--- src/rtl/clock_pkg.sv ---
// Shared definitions for the clock set/run sequencing logic.
// Latency: n/a (types, constants and a helper function only).
// Backpressure: n/a.
// Contents: state encodings (also used directly as the o_sel display code),
// default timing constants, and the mode-button advance order.
package clock_pkg;

  typedef enum logic [1:0] {
    ST_RUN     = 2'b00,
    ST_SET_HR  = 2'b01,
    ST_SET_MIN = 2'b10
  } state_t;

  localparam int DEF_HOLD_CYCLES   = 50_000_000;
  localparam int DEF_REPEAT_CYCLES = 10_000_000;
  localparam int DEF_TIMEOUT_TICKS = 30;
  localparam int DEF_CNT_W         = 27;

  // Mode button advance order: RUN -> SET_HR -> SET_MIN -> RUN.
  function automatic state_t next_mode(input state_t s);
    case (s)
      ST_RUN:    return ST_SET_HR;
      ST_SET_HR: return ST_SET_MIN;
      default:   return ST_RUN;
    endcase
  endfunction

endpackage

--- src/rtl/btn_repeat.sv ---
// Up/down button pair to step pulses: edge detection plus hold/auto-repeat.
// Latency: combinational o_step/o_dir from the current cycle (registered by the parent).
// Backpressure: none; i_clr suppresses the step and clears the hold counter.
// Ports: i_clk, i_reset (async active-low), i_up/i_dn debounced levels,
//        i_clr (drop this cycle's step, restart hold), o_step, o_dir (1 = up).
module btn_repeat #(
  parameter int HOLD_CYCLES   = clock_pkg::DEF_HOLD_CYCLES,
  parameter int REPEAT_CYCLES = clock_pkg::DEF_REPEAT_CYCLES,
  parameter int CNT_W         = clock_pkg::DEF_CNT_W
) (
  input  logic i_clk,
  input  logic i_reset,
  input  logic i_up,
  input  logic i_dn,
  input  logic i_clr,
  output logic o_step,
  output logic o_dir
);

  // After a repeat fires the counter reloads so it hits HOLD_CYCLES again
  // exactly REPEAT_CYCLES cycles later.
  localparam logic [CNT_W-1:0] HOLD_VAL   = CNT_W'(HOLD_CYCLES);
  localparam logic [CNT_W-1:0] RELOAD_VAL = CNT_W'(HOLD_CYCLES - REPEAT_CYCLES + 1);

  logic             up_prev_q, up_prev_d;
  logic             dn_prev_q, dn_prev_d;
  logic [CNT_W-1:0] hold_q, hold_d;
  logic             single, up_rise, dn_rise, fire;

  always_comb begin
    up_prev_d = i_up;
    dn_prev_d = i_dn;
    single    = i_up ^ i_dn;
    // An edge only counts while the other button is low; releasing one of a
    // held pair leaves the other's previous level at 1, so no edge appears.
    up_rise   = i_up & ~up_prev_q & ~i_dn;
    dn_rise   = i_dn & ~dn_prev_q & ~i_up;
    fire      = single & (hold_q == HOLD_VAL);
    hold_d    = '0;
    if (single && !i_clr) begin
      hold_d = fire ? RELOAD_VAL : hold_q + CNT_W'(1);
    end
    o_step    = ~i_clr & (up_rise | dn_rise | fire);
    o_dir     = i_up;
  end

  always_ff @(posedge i_clk or negedge i_reset) begin
    if (!i_reset) begin
      up_prev_q <= 1'b0;
      dn_prev_q <= 1'b0;
      hold_q    <= '0;
    end else begin
      up_prev_q <= up_prev_d;
      dn_prev_q <= dn_prev_d;
      hold_q    <= hold_d;
    end
  end

endmodule

--- src/rtl/clock_set_ctrl.sv ---
// Clock counter-chain sequencer: RUN timekeeping enables and SET-mode button stepping.
// Latency: all outputs registered, one cycle after the qualifying input cycle.
// Backpressure: none; enables are single-cycle pulses, counters must accept every one.
// Ports: i_clk, i_reset (async active-low), i_tick, i_btn_mode/up/dn, i_sec_roll,
//        i_min_roll -> o_sec_ena, o_min_ena, o_hr_ena, o_inc, o_sec_clr, o_sel, o_blank.
// Build option: define CLOCK_SET_CTRL_BLINK_EN to blink the selected field via o_blank.
module clock_set_ctrl
  import clock_pkg::*;
#(
  parameter int HOLD_CYCLES   = DEF_HOLD_CYCLES,
  parameter int REPEAT_CYCLES = DEF_REPEAT_CYCLES,
  parameter int TIMEOUT_TICKS = DEF_TIMEOUT_TICKS,
  parameter int CNT_W         = DEF_CNT_W
) (
  input  logic       i_clk,
  input  logic       i_reset,
  input  logic       i_tick,
  input  logic       i_btn_mode,
  input  logic       i_btn_up,
  input  logic       i_btn_dn,
  input  logic       i_sec_roll,
  input  logic       i_min_roll,
  output logic       o_sec_ena,
  output logic       o_min_ena,
  output logic       o_hr_ena,
  output logic       o_inc,
  output logic       o_sec_clr,
  output logic [1:0] o_sel,
  output logic       o_blank
);

  localparam int TO_W = $clog2(TIMEOUT_TICKS + 1);

  state_t          state_q, state_d;
  logic [TO_W-1:0] to_q, to_d;
  logic            mode_prev_q, mode_prev_d;
  logic            sec_ena_q, sec_ena_d;
  logic            min_ena_q, min_ena_d;
  logic            hr_ena_q, hr_ena_d;
  logic            inc_q, inc_d;
  logic            sec_clr_q, sec_clr_d;
  logic            mode_rise, btn_clr, step, step_dir, any_btn;

  // Stepping is held off in RUN and in the cycle of a mode edge, which
  // drops any simultaneous up/down edge.
  assign btn_clr = mode_rise | (state_q == ST_RUN);

  btn_repeat #(
    .HOLD_CYCLES   (HOLD_CYCLES),
    .REPEAT_CYCLES (REPEAT_CYCLES),
    .CNT_W         (CNT_W)
  ) u_btn_repeat (
    .i_clk   (i_clk),
    .i_reset (i_reset),
    .i_up    (i_btn_up),
    .i_dn    (i_btn_dn),
    .i_clr   (btn_clr),
    .o_step  (step),
    .o_dir   (step_dir)
  );

  // Next state and inactivity timeout.
  always_comb begin
    mode_prev_d = i_btn_mode;
    mode_rise   = i_btn_mode & ~mode_prev_q;
    any_btn     = i_btn_mode | i_btn_up | i_btn_dn;
    state_d     = state_q;
    to_d        = to_q;
    if (mode_rise) begin
      state_d = next_mode(state_q);
      to_d    = '0;
    end else if (state_q != ST_RUN) begin
      if (any_btn) begin
        to_d = '0;
      end else if (i_tick) begin
        if (to_q == TO_W'(TIMEOUT_TICKS - 1)) begin
          to_d    = '0;
          state_d = ST_RUN;
        end else begin
          to_d = to_q + TO_W'(1);
        end
      end
    end
  end

  // Enable muxing; o_inc keeps its last value outside step cycles in SET modes.
  always_comb begin
    sec_ena_d = 1'b0;
    min_ena_d = 1'b0;
    hr_ena_d  = 1'b0;
    inc_d     = inc_q;
    sec_clr_d = mode_rise & (state_q == ST_RUN);
    case (state_q)
      ST_RUN: begin
        sec_ena_d = i_tick;
        min_ena_d = i_tick & i_sec_roll;
        hr_ena_d  = i_tick & i_sec_roll & i_min_roll;
        inc_d     = 1'b1;
      end
      ST_SET_HR: begin
        hr_ena_d = step;
        if (step) inc_d = step_dir;
      end
      ST_SET_MIN: begin
        min_ena_d = step;
        if (step) inc_d = step_dir;
      end
      default: begin
      end
    endcase
  end

  always_ff @(posedge i_clk or negedge i_reset) begin
    if (!i_reset) begin
      state_q <= ST_RUN;
    end else begin
      state_q <= state_d;
    end
  end

  always_ff @(posedge i_clk or negedge i_reset) begin
    if (!i_reset) begin
      to_q        <= '0;
      mode_prev_q <= 1'b0;
      sec_ena_q   <= 1'b0;
      min_ena_q   <= 1'b0;
      hr_ena_q    <= 1'b0;
      inc_q       <= 1'b1;
      sec_clr_q   <= 1'b0;
    end else begin
      to_q        <= to_d;
      mode_prev_q <= mode_prev_d;
      sec_ena_q   <= sec_ena_d;
      min_ena_q   <= min_ena_d;
      hr_ena_q    <= hr_ena_d;
      inc_q       <= inc_d;
      sec_clr_q   <= sec_clr_d;
    end
  end

  assign o_sec_ena = sec_ena_q;
  assign o_min_ena = min_ena_q;
  assign o_hr_ena  = hr_ena_q;
  assign o_inc     = inc_q;
  assign o_sec_clr = sec_clr_q;
  assign o_sel     = state_q;

`ifdef CLOCK_SET_CTRL_BLINK_EN
  logic blank_q, blank_d;

  // Blink restarts dark-free on mode change and is suppressed right after a
  // step so the newly set value is shown.
  always_comb begin
    blank_d = blank_q;
    if (mode_rise || state_d == ST_RUN) begin
      blank_d = 1'b0;
    end else if (min_ena_q || hr_ena_q) begin
      blank_d = 1'b0;
    end else if (i_tick) begin
      blank_d = ~blank_q;
    end
  end

  always_ff @(posedge i_clk or negedge i_reset) begin
    if (!i_reset) begin
      blank_q <= 1'b0;
    end else begin
      blank_q <= blank_d;
    end
  end

  assign o_blank = blank_q;
`else
  assign o_blank = 1'b0;
`endif

endmodule

--- config.mk ---
export PLATFORM = sky130hd
export DESIGN_NAME = clock_set_ctrl
export DESIGN_NICKNAME = d
export VERILOG_FILES = /design/src/rtl/clock_pkg.sv /design/src/rtl/btn_repeat.sv /design/src/rtl/clock_set_ctrl.sv
export SDC_FILE = /design/constraint.sdc
export NUM_CORES = 1
export LEC_CHECK = 0
export CAP_MARGIN = 20
export CORE_MARGIN = 4
export CORE_UTILIZATION = 45
export DETAILED_ROUTE_END_ITERATION = 12
export PLACE_DENSITY = 0.65
export SLEW_MARGIN = 5
export SYNTH_ARGS = -nofsm -noshare
export SYNTH_HDL_FRONTEND = slang
export SYNTH_SLANG_ARGS = --single-unit
--- constraint.sdc ---
create_clock -name i_clk -period 2.19 [get_ports i_clk]
set_input_delay 0.3285 -clock i_clk [delete_from_list [all_inputs] [get_ports i_clk]]
set_output_delay 0.3285 -clock i_clk [all_outputs]
set_load 0.01 [all_outputs]
# --- Yosys cells after proc, flatten, opt, wreduce, memory -nomap -nowiden ---
# Cells that the tools add are included.
word_totals:
  ff_bits: 42
  input_bits: 8
  out_inout_bits: 8
  elab_cells: 72
classes:
  n_addsub: 2
  eq_ne: 6
  muxes: 18
  n_bitwise: 22
  n_reduce_logical: 13
ops:
  columns: ["operator", "n"]
  rows:
  - ["$mux 27", 2]
  - ["$add 27x1->27 const B", 1]
  - ["$eq 27x26->1 const B", 1]
  - ["$mux 5", 5]
  - ["$and 1x1->1", 10]
  - ["$mux 2", 5]
  - ["$reduce_bool 2->1", 5]
  - ["$not 1->1", 6]
  - ["$pmux 1 s2", 3]
  - ["$add 5x1->5 const B", 1]
  - ["$eq 5x5->1 const B", 1]
  - ["$or 1x1->1", 5]
  - ["$pmux 2 s2", 1]
  - ["$reduce_and 2->1", 2]
  - ["$reduce_and 4->1", 1]
  - ["$reduce_bool 3->1", 1]
  - ["$eq 2x1->1 const B", 1]
  - ["$eq 2x2->1 const B", 1]
  - ["$logic_not 2->1", 1]
  - ["$mux 1", 2]
  - ["$ne 2x1->1 const B", 1]
  - ["$ne 2x2->1 const B", 1]
  - ["$reduce_or 2->1", 1]
  - ["$logic_and 1x1->1", 1]
  - ["other kinds (2)", 2]

# --- Logic depth before layout (Yosys ltp) ---
logic_depth:
  word_depth: 8
  ltp_mapped: 9
  depth_no_buf: 7

# --- Cells and area by module ---
# From an unflattened synthesis, not the netlist that was laid out.
unflattened:
  cells_unflattened: 231
  area_unflattened_um2: 2285.9
by_module_without_submodules:
  columns: ["module", "n_inst", "cells_per_inst", "area_each_um2", "seq_area_each_um2"]
  rows:
  - ["btn_repeat", 1, 167, 1555.2, 725.7]
  - ["clock_set_ctrl", 1, 64, 730.7, 326.6]

# --- Least setup slack after synthesis ---
# No wires, ideal clock.
synth_path:
  kind: "register to register"
  start: "reg state_q[0] (netlist: o_sel[0])"
  end: "reg u_btn_repeat.hold_q[10]"
  setup_ps: 71
  arrival_time_ps: 1783
  required_time_ps: 2119
  setup_slack_ps: 336
  stages_incl_launch_ff: 9
  path_buffers: 3
  synth_period_minus_slack_ps: 1854
  cell_sequence: "dfrtp_1 inv_1 ha_1 clkbuf_1 or3_1 nand2b_1 buf_4 buf_4 nor2_1"
synth_between:
  elab_chain_cells: 5
synth_rtl:
  columns: ["element", "line", "source"]
  rows:
  - ["start: declaration", "clock_set_ctrl.sv:34", "state_t state_q, state_d;"]
  - ["start signal: assignment", "clock_set_ctrl.sv:117", "state_q <= state_d;"]
  - ["$logic_not 2->1", "clock_set_ctrl.sv:46", "assign btn_clr = mode_rise | (state_q == ST_RUN);"]
  - ["$or 1x1->1", "clock_set_ctrl.sv:46", null]
  - ["$logic_not 1->1", "btn_repeat.sv:40", "if (single && !i_clr) begin"]
  - ["$logic_and 1x1->1", "btn_repeat.sv:40", null]
  - ["$mux 27", "btn_repeat.sv:40", null]
  - ["named net u_btn_repeat.hold_d[10]", "btn_repeat.sv:27", "logic [CNT_W-1:0] hold_q, hold_d;"]
  - ["end signal: assignment", "btn_repeat.sv:55", "hold_q <= hold_d;"]
  - ["end: declaration", "btn_repeat.sv:27", null]
# The timed path passes the listed nets, and every way through them passes these cells.
# A chain may end at the register's enable or synchronous reset.

# --- Worst setup path in the final report ---
layout_path:
  start: "reg u_btn_repeat.hold_q[5]"
  end: "reg u_btn_repeat.hold_q[20]"
layout_between:
  elab_chain_cells: 4
  elab_cells_between_ends: 5
  cone_classes: "1 x add/sub; 1 x eq/ne; 2 x mux; 1 x bitwise"
layout_rtl:
  columns: ["element", "line", "source"]
  rows:
  - ["parallel branches: the longest is 2 deep, another holds $add 27x1->27", null, null]
  - ["$mux 27 *", "btn_repeat.sv:41", "hold_d = fire ? RELOAD_VAL : hold_q + CNT_W'(1);"]
  - ["$mux 27 *", "btn_repeat.sv:40", null]
  - ["named net u_btn_repeat.hold_d[20]", "btn_repeat.sv:27", null]
# Mark *: on every way through the listed nets, which the timed path passes.

==> flow_summary.yaml <==
worst_setup_path:
  critical_path_depth_in_cells: 6
  cp.buffers_inverters: 1
  critical_path_arrival_ns: 2.11
  timing.critical_path.to_type: "register"
  setup.worst_path.start_class: "register"
  timing.critical_path.from: "u_btn_repeat.hold_q[5]"
  timing.critical_path.required_ns: 2.37
  worstPathCellList: "nor4b_1, and4b_1, nand4_1, nand2b_1, buf_12, nor2_1"
  timing.rr.start: "u_btn_repeat.hold_q[5]"
  crit_path_top_delay_cell: "sky130_fd_sc_hd__dfrtp_1"
  worstSetupPathType: "register to register"
  rr_worst_depth: 6
  crit_family: "simple AND/OR/NAND/NOR gates"
  path_max_fanout: 16
  critPathMaxStageDelay_ns: 0.45
  timing.reg2reg.setup_slack_ns: 0.26
placement:
  gp_congestion: 0.774
  port-buffer-count: 14
  place.detailed.hpwl_mm: 2.84
  place_inst: 290
  pre_cts_ws_ns: 0.0679
drt:
  ant_nets: 0
  routed_via_density: 5.29
  routed_wire_length_per_instance_um: 13.8
  post-route-drc-count: 0
  drt_pass1_iterations: 4
  totalWireLength_mm: 4.11
  route.vias.total: 1576
  detailedRoute.firstIterationViolations: 75
cells_and_area:
  most-common-layout-cells: "sky130_fd_sc_hd__dfrtp_1, sky130_fd_sc_hd__nor2_1, sky130_fd_sc_hd__xor2_1"
  fill_cells: 419
  final_cell_count_no_fill: 298
  total_area_of_multi_input_combinational_cells_sq_um: 1050
  fraction_of_final_layout_cells_sized_beyond_drive_strength_1: 0.0902
  fin_nets: 259
  area_growth_from_synthesis_to_final_layout_pct: 15.6
  seqCellArea_sq_um: 1050
  antenna_diodes: 0
  final_common_cell: "sky130_fd_sc_hd__dfrtp_1"
clock_tree:
  insertion_delay_of_the_later_clocked_pin_in_the_worst_skew_pair_ns: 0.29
  buffers_inserted_by_post_cts_timing_repair: 0
  cts_hold_buf: 0
  clock_slew_at_reported_path_ffs_ns: 0.08
  numCtsBuffers: 5
  clock_sinks: 42
  htree_num_levels: 2
  clock_tree.root_cell: "sky130_fd_sc_hd__clkbuf_8"
  ctsResizeCount: 0
  clock_path_buffers: 2
  tritoncts_clock_tree: "done"
sta:
  worst_clock_skew_ns: 0.00382
  rsz0062_at_grt: "false"
  fmaxAchievable_mhz: 519
  fin_crit_sh: 0.880
  worst_slew_pin_slew_ns: 0.521
  hold_viol_final: 0
  totalNegativeSetupSlack_ns: 0
  finalHoldWorstSlack_ns: 0.0974
  slew_viol_final: 0
  setup-violations-final: 0
  final.setup.worst_slack_ns: 0.263
  max-slew-margin-rel: 0.653
  period_minus_slack_ns: 1.93
synthesis:
  synth_ff_type: "sky130_fd_sc_hd__dfrtp_1"
  yosysUniqueCellTypes: 39
  post_synth_inst_count: 219
  synth.net_count: 235
  synth-async-reset-ratio: 1.00
  yosysTopAreaCell: "sky130_fd_sc_hd__dfrtp_1"
  synth.top_cells.by_area: "sky130_fd_sc_hd__dfrtp_1, sky130_fd_sc_hd__xor2_1, sky130_fd_sc_hd__nor2_1"
  avgSynthCellArea_sq_um: 9.92
  yosysWarnings: 0
  synth_seq_area_share: 0.484
  netlist_area_sq_um: 2170
  synth_largest_type_area_fraction: 0.472
  synth-edff-count: 0
  postSynthRegisterBits: 42
floorplan:
  overall_die_height_um: 77.5
  floorplan.initialDensity: 0.463
  std_cell_rows: 25
  ios: 16
  die-area_sq_um: 6000
  fp.dieW_um: 77.5
  floorplan.core_area_sq_um: 4690
grt:
  grt_start_max_net_pins: 43
  gr-usage-all-layers: 0.156
  grt_antenna_before_repair: 0
  grt.overflow.total: 0
  first_pass_grt_wire_length_mm: 7.39
  grt_pass1_vias: 1603
power:
  worst_ir_drop_vdd_mv: 0.474
  static-leakage-power_nw: 1.10
  power_density_nw_per_um2: 660
  power_mw: 1.66
job:
  maxCapViolCount: 0
status:
  outcome: "finished, final reports clean"
hold_path:
  worst_hold_path_type: "input pin to async pin"
==> power breakdown <==
group / switching [mW] / internal [mW]
Combinational: 0.158 / 0.136
Clock: 0.255 / 0.257
Sequential: 0.0338 / 0.818
==> path summary, 6_finish.rpt <==
path	end
max	u_btn_repeat.hold_q[20]
min	u_btn_repeat.hold_q[14]
max reg2reg	u_btn_repeat.hold_q[20]
min reg2reg	to_q[4]
max in group asynchronous	o_inc
min in group i_clk	to_q[4]
==> cell families (layout without fill, tap and decap cells) <==
logic type               count (synthesis)  after routing  share of synthesized area
flip-flops                              42             42                      0.484
AND/OR/NAND/NOR                         98             98                      0.254
other                                    1              1                    0.00173
AO/OA/AOI/OAI                           30             30                     0.0806
multiplexers                             1              1                    0.00461
XOR/XNOR                                24             24                     0.0968
buffers and inverters                   15             40                     0.0317
adder cells (fa/ha/maj)                  8              8                     0.0461
==> synth_stat cells (3+ instances only) <==
| cell type | instances |
|---|---|
| sky130_fd_sc_hd__nand3_1 | 12 |
| sky130_fd_sc_hd__dfrtp_1 | 41 |
| sky130_fd_sc_hd__nand2_1 | 13 |
| sky130_fd_sc_hd__buf_4 | 3 |
| sky130_fd_sc_hd__nor2_1 | 31 |
| sky130_fd_sc_hd__nor3_1 | 4 |
| sky130_fd_sc_hd__ha_1 | 8 |
| sky130_fd_sc_hd__or3_1 | 3 |
| sky130_fd_sc_hd__nand4_1 | 8 |
| sky130_fd_sc_hd__a21oi_1 | 11 |
| sky130_fd_sc_hd__xnor2_1 | 6 |
| sky130_fd_sc_hd__nand2b_1 | 4 |
| sky130_fd_sc_hd__and3_1 | 5 |
| sky130_fd_sc_hd__o21ai_0 | 11 |
| sky130_fd_sc_hd__inv_1 | 9 |
| sky130_fd_sc_hd__and4_1 | 5 |
| sky130_fd_sc_hd__xor2_1 | 18 |
==> final cells by class <==
cell class | instances | share of cell area
flip-flops and latches | 42 | 0.419
repair buffers | 23 | 0.0857
clock buffers | 8 | 0.0359
multi-input cells | 162 | 0.419
inverters | 9 | 0.0135
well taps | 54 | 0.0269
==> metal layers <==
metal	vias to the layer above	GRT usage	share of wire
met4	0	0.0534	0.0093
met3	2	0.0545	0.052
met2	33	0.251	0.48
met1	741	0.195	0.46
li1	800	-	-
met5	-	0	0
==> metrics by stage <==
stage | utilization | area [sq um]
2_1_floorplan | - | 2170
3_3_place_gp | 0.516 | 2420
3_5_place_dp | 0.516 | 2420
4_1_cts | 0.535 | 2510
5_1_grt | 0.535 | 2510
6_report | 0.535 | 2510
==> flip-flops by register name, summed over array words and instances (netlist names) <==
name and flops:
o_hr_ena 1, mode_prev_q 1, o_sel 2, to_q 5
u_btn_repeat.dn_prev_q 1, u_btn_repeat.up_prev_q 1, o_sec_clr 1, u_btn_repeat.hold_q 27
o_min_ena 1, o_sec_ena 1, o_inc 1
Note: power is estimated with default switching activity, not from simulation.
==> RTL edit: new RTL, config.mk and constraints unchanged <==
`DEF_CNT_W`: 27 -> 19.
--- a/src/rtl/clock_pkg.sv
+++ b/src/rtl/clock_pkg.sv
@@ -14,7 +14,7 @@
   localparam int DEF_HOLD_CYCLES   = 50_000_000;
   localparam int DEF_REPEAT_CYCLES = 10_000_000;
   localparam int DEF_TIMEOUT_TICKS = 30;
-  localparam int DEF_CNT_W         = 27;
+  localparam int DEF_CNT_W         = 19;
 
   // Mode button advance order: RUN -> SET_HR -> SET_MIN -> RUN.
   function automatic state_t next_mode(input state_t s);
Formal check against the unedited RTL: no difference found for any inputs over 10 cycles, from zero or initial values and one cycle with i_reset low; that may be too few to reach the edited logic, so the function may still have changed.
==> RTL edit against the unedited design <==
Core utilization is 1.4 points higher. First-iteration DRC count grew 8.0%. Design area shrank 19%. Clock skew is essentially flat. Power is 16% lower. Worst setup slack gained 140 ps. Sequential cell count fell by 8. Synthesized area decreased by 19%. Routed wire length fell by 11%. Die area fell by 17%. Highest routed layer unchanged.
==> RTL edit: results (changes against the unedited design) <==
metric	value	unit	change
status	completed		
grt_max_degree	35		-19%
largest_register_ffs	19		-30%
routed_via_density	5.69		+7.5%
dpl.cell_count	244		-16%
finalNetCount	219		-15%
layout-drive-gt1-share	5.39	%	-3.6 points
synth_fp_nets	199		-15%
cp_max_fo	12		-4
grt_pass1_wl	6490	um	-12%
nFillCells	352		-16%
post_dp_cell_area	1960	sq um	-19%
p_leak	0.000845	uW	-23%
place.gp.congestion	0.917		+18%
slew_headroom	57.6	%	-7.6 points
yosysSeqAreaShare	48.3	%	-0.15 points
hpwlAfterDp	2710	um	-4.5%
fin_skew	3.56	ps	-0.261 ps
clk_pin_slew	60	ps	-20 ps
cpMaxStageDelayCell	nor4b_1		
ys_top_cells_by_count	dfrtp_1 (33), o21ai_0 (16), nor2_1 (15), nand2_1 (14), a21oi_1 (12)		
synth_area_per_cell	9.64	sq um	-2.8%
synth.area.top_cells	dfrtp_1 (47%), ha_1 (5.7%), o21ai_0 (4.5%)		
num_vias	1433		-9.1%
synth_cell_types	36		-7.7%
peakVddDrop	0.299	mV	-37%
worstPathArrival	1960	ps	-150 ps
-- RTL edit: metrics by stage --
step / hold slack [ps] / setup WS, ps
floorplan: 32.9 / 613
global placement: 465 / 320
detailed placement: 479 / 269
CTS: 469 / 419
global route: 507 / 295
finish: 463 / 400
-- RTL edit: path summary, 6_finish.rpt --
check / slack (ps) / cells after the start / startpoint / end
worst max register to register: 400 / 5 / u_btn_repeat.hold_q[5] / u_btn_repeat.hold_q[5]
min in group i_clk: 500 / 1 / to_q[4] / to_q[4]
worst min-delay path: 460 / 2 / i_reset / u_btn_repeat.hold_q[4]
worst max-delay path: 400 / 5 / u_btn_repeat.hold_q[5] / u_btn_repeat.hold_q[5]
max in group asynchronous: 1390 / 2 / i_reset / o_inc
worst min register to register: 500 / 1 / to_q[4] / to_q[4]
-- RTL edit: layout make-up --
| cell class | count | area [sq um] | share of cell area [%] |
|---|---|---|---|
| Inverter | 8 | 30.0 | 1.47 |
| Timing Repair Buffer | 16 | 155 | 7.61 |
| Sequential cell | 34 | 852 | 41.8 |
| Multi-Input combinational cell | 138 | 862 | 42.3 |
| Clock buffer | 8 | 80.1 | 3.93 |
| Tap cell | 48 | 60.1 | 2.94 |
-- RTL edit: worst reg2reg max path, cell delays in order, from the launching register on --
cell and delay (ps):
dfrtp_1 450, nor4b_1 620, nand3_1 130, o21ai_0 200
buf_4 220, nor2_1 70
-- RTL edit: logic make-up after synthesis --
family | after synthesis | synth area share (%)
AND/OR/NAND/NOR | 78 | 24.0
AO/OA/AOI/OAI | 37 | 11.8
flip-flops | 34 | 48.3
XOR/XNOR | 13 | 6.45
buffers and inverters | 11 | 2.84
adder cells (fa/ha/maj) | 8 | 5.67
other | 1 | 0.213
multiplexers | 1 | 0.638
-- RTL edit: power breakdown --
| group | total, uW | switching (uW) | internal [uW] |
|---|---|---|---|
| Combinational | 260 | 140 | 120 |
| Clock | 435 | 210 | 226 |
| Sequential | 698 | 29.1 | 669 |
| Total | 1390 | 379 | 1010 |
-- RTL edit: layer usage --
layer	GRT usage, %	vias up	part of all wire [%]
li1	-	690	-
met5	0	-	0
met4	6.68	0	1.6
met2	27.2	27	50
met1	19.1	707	44
met3	5.26	9	4.2
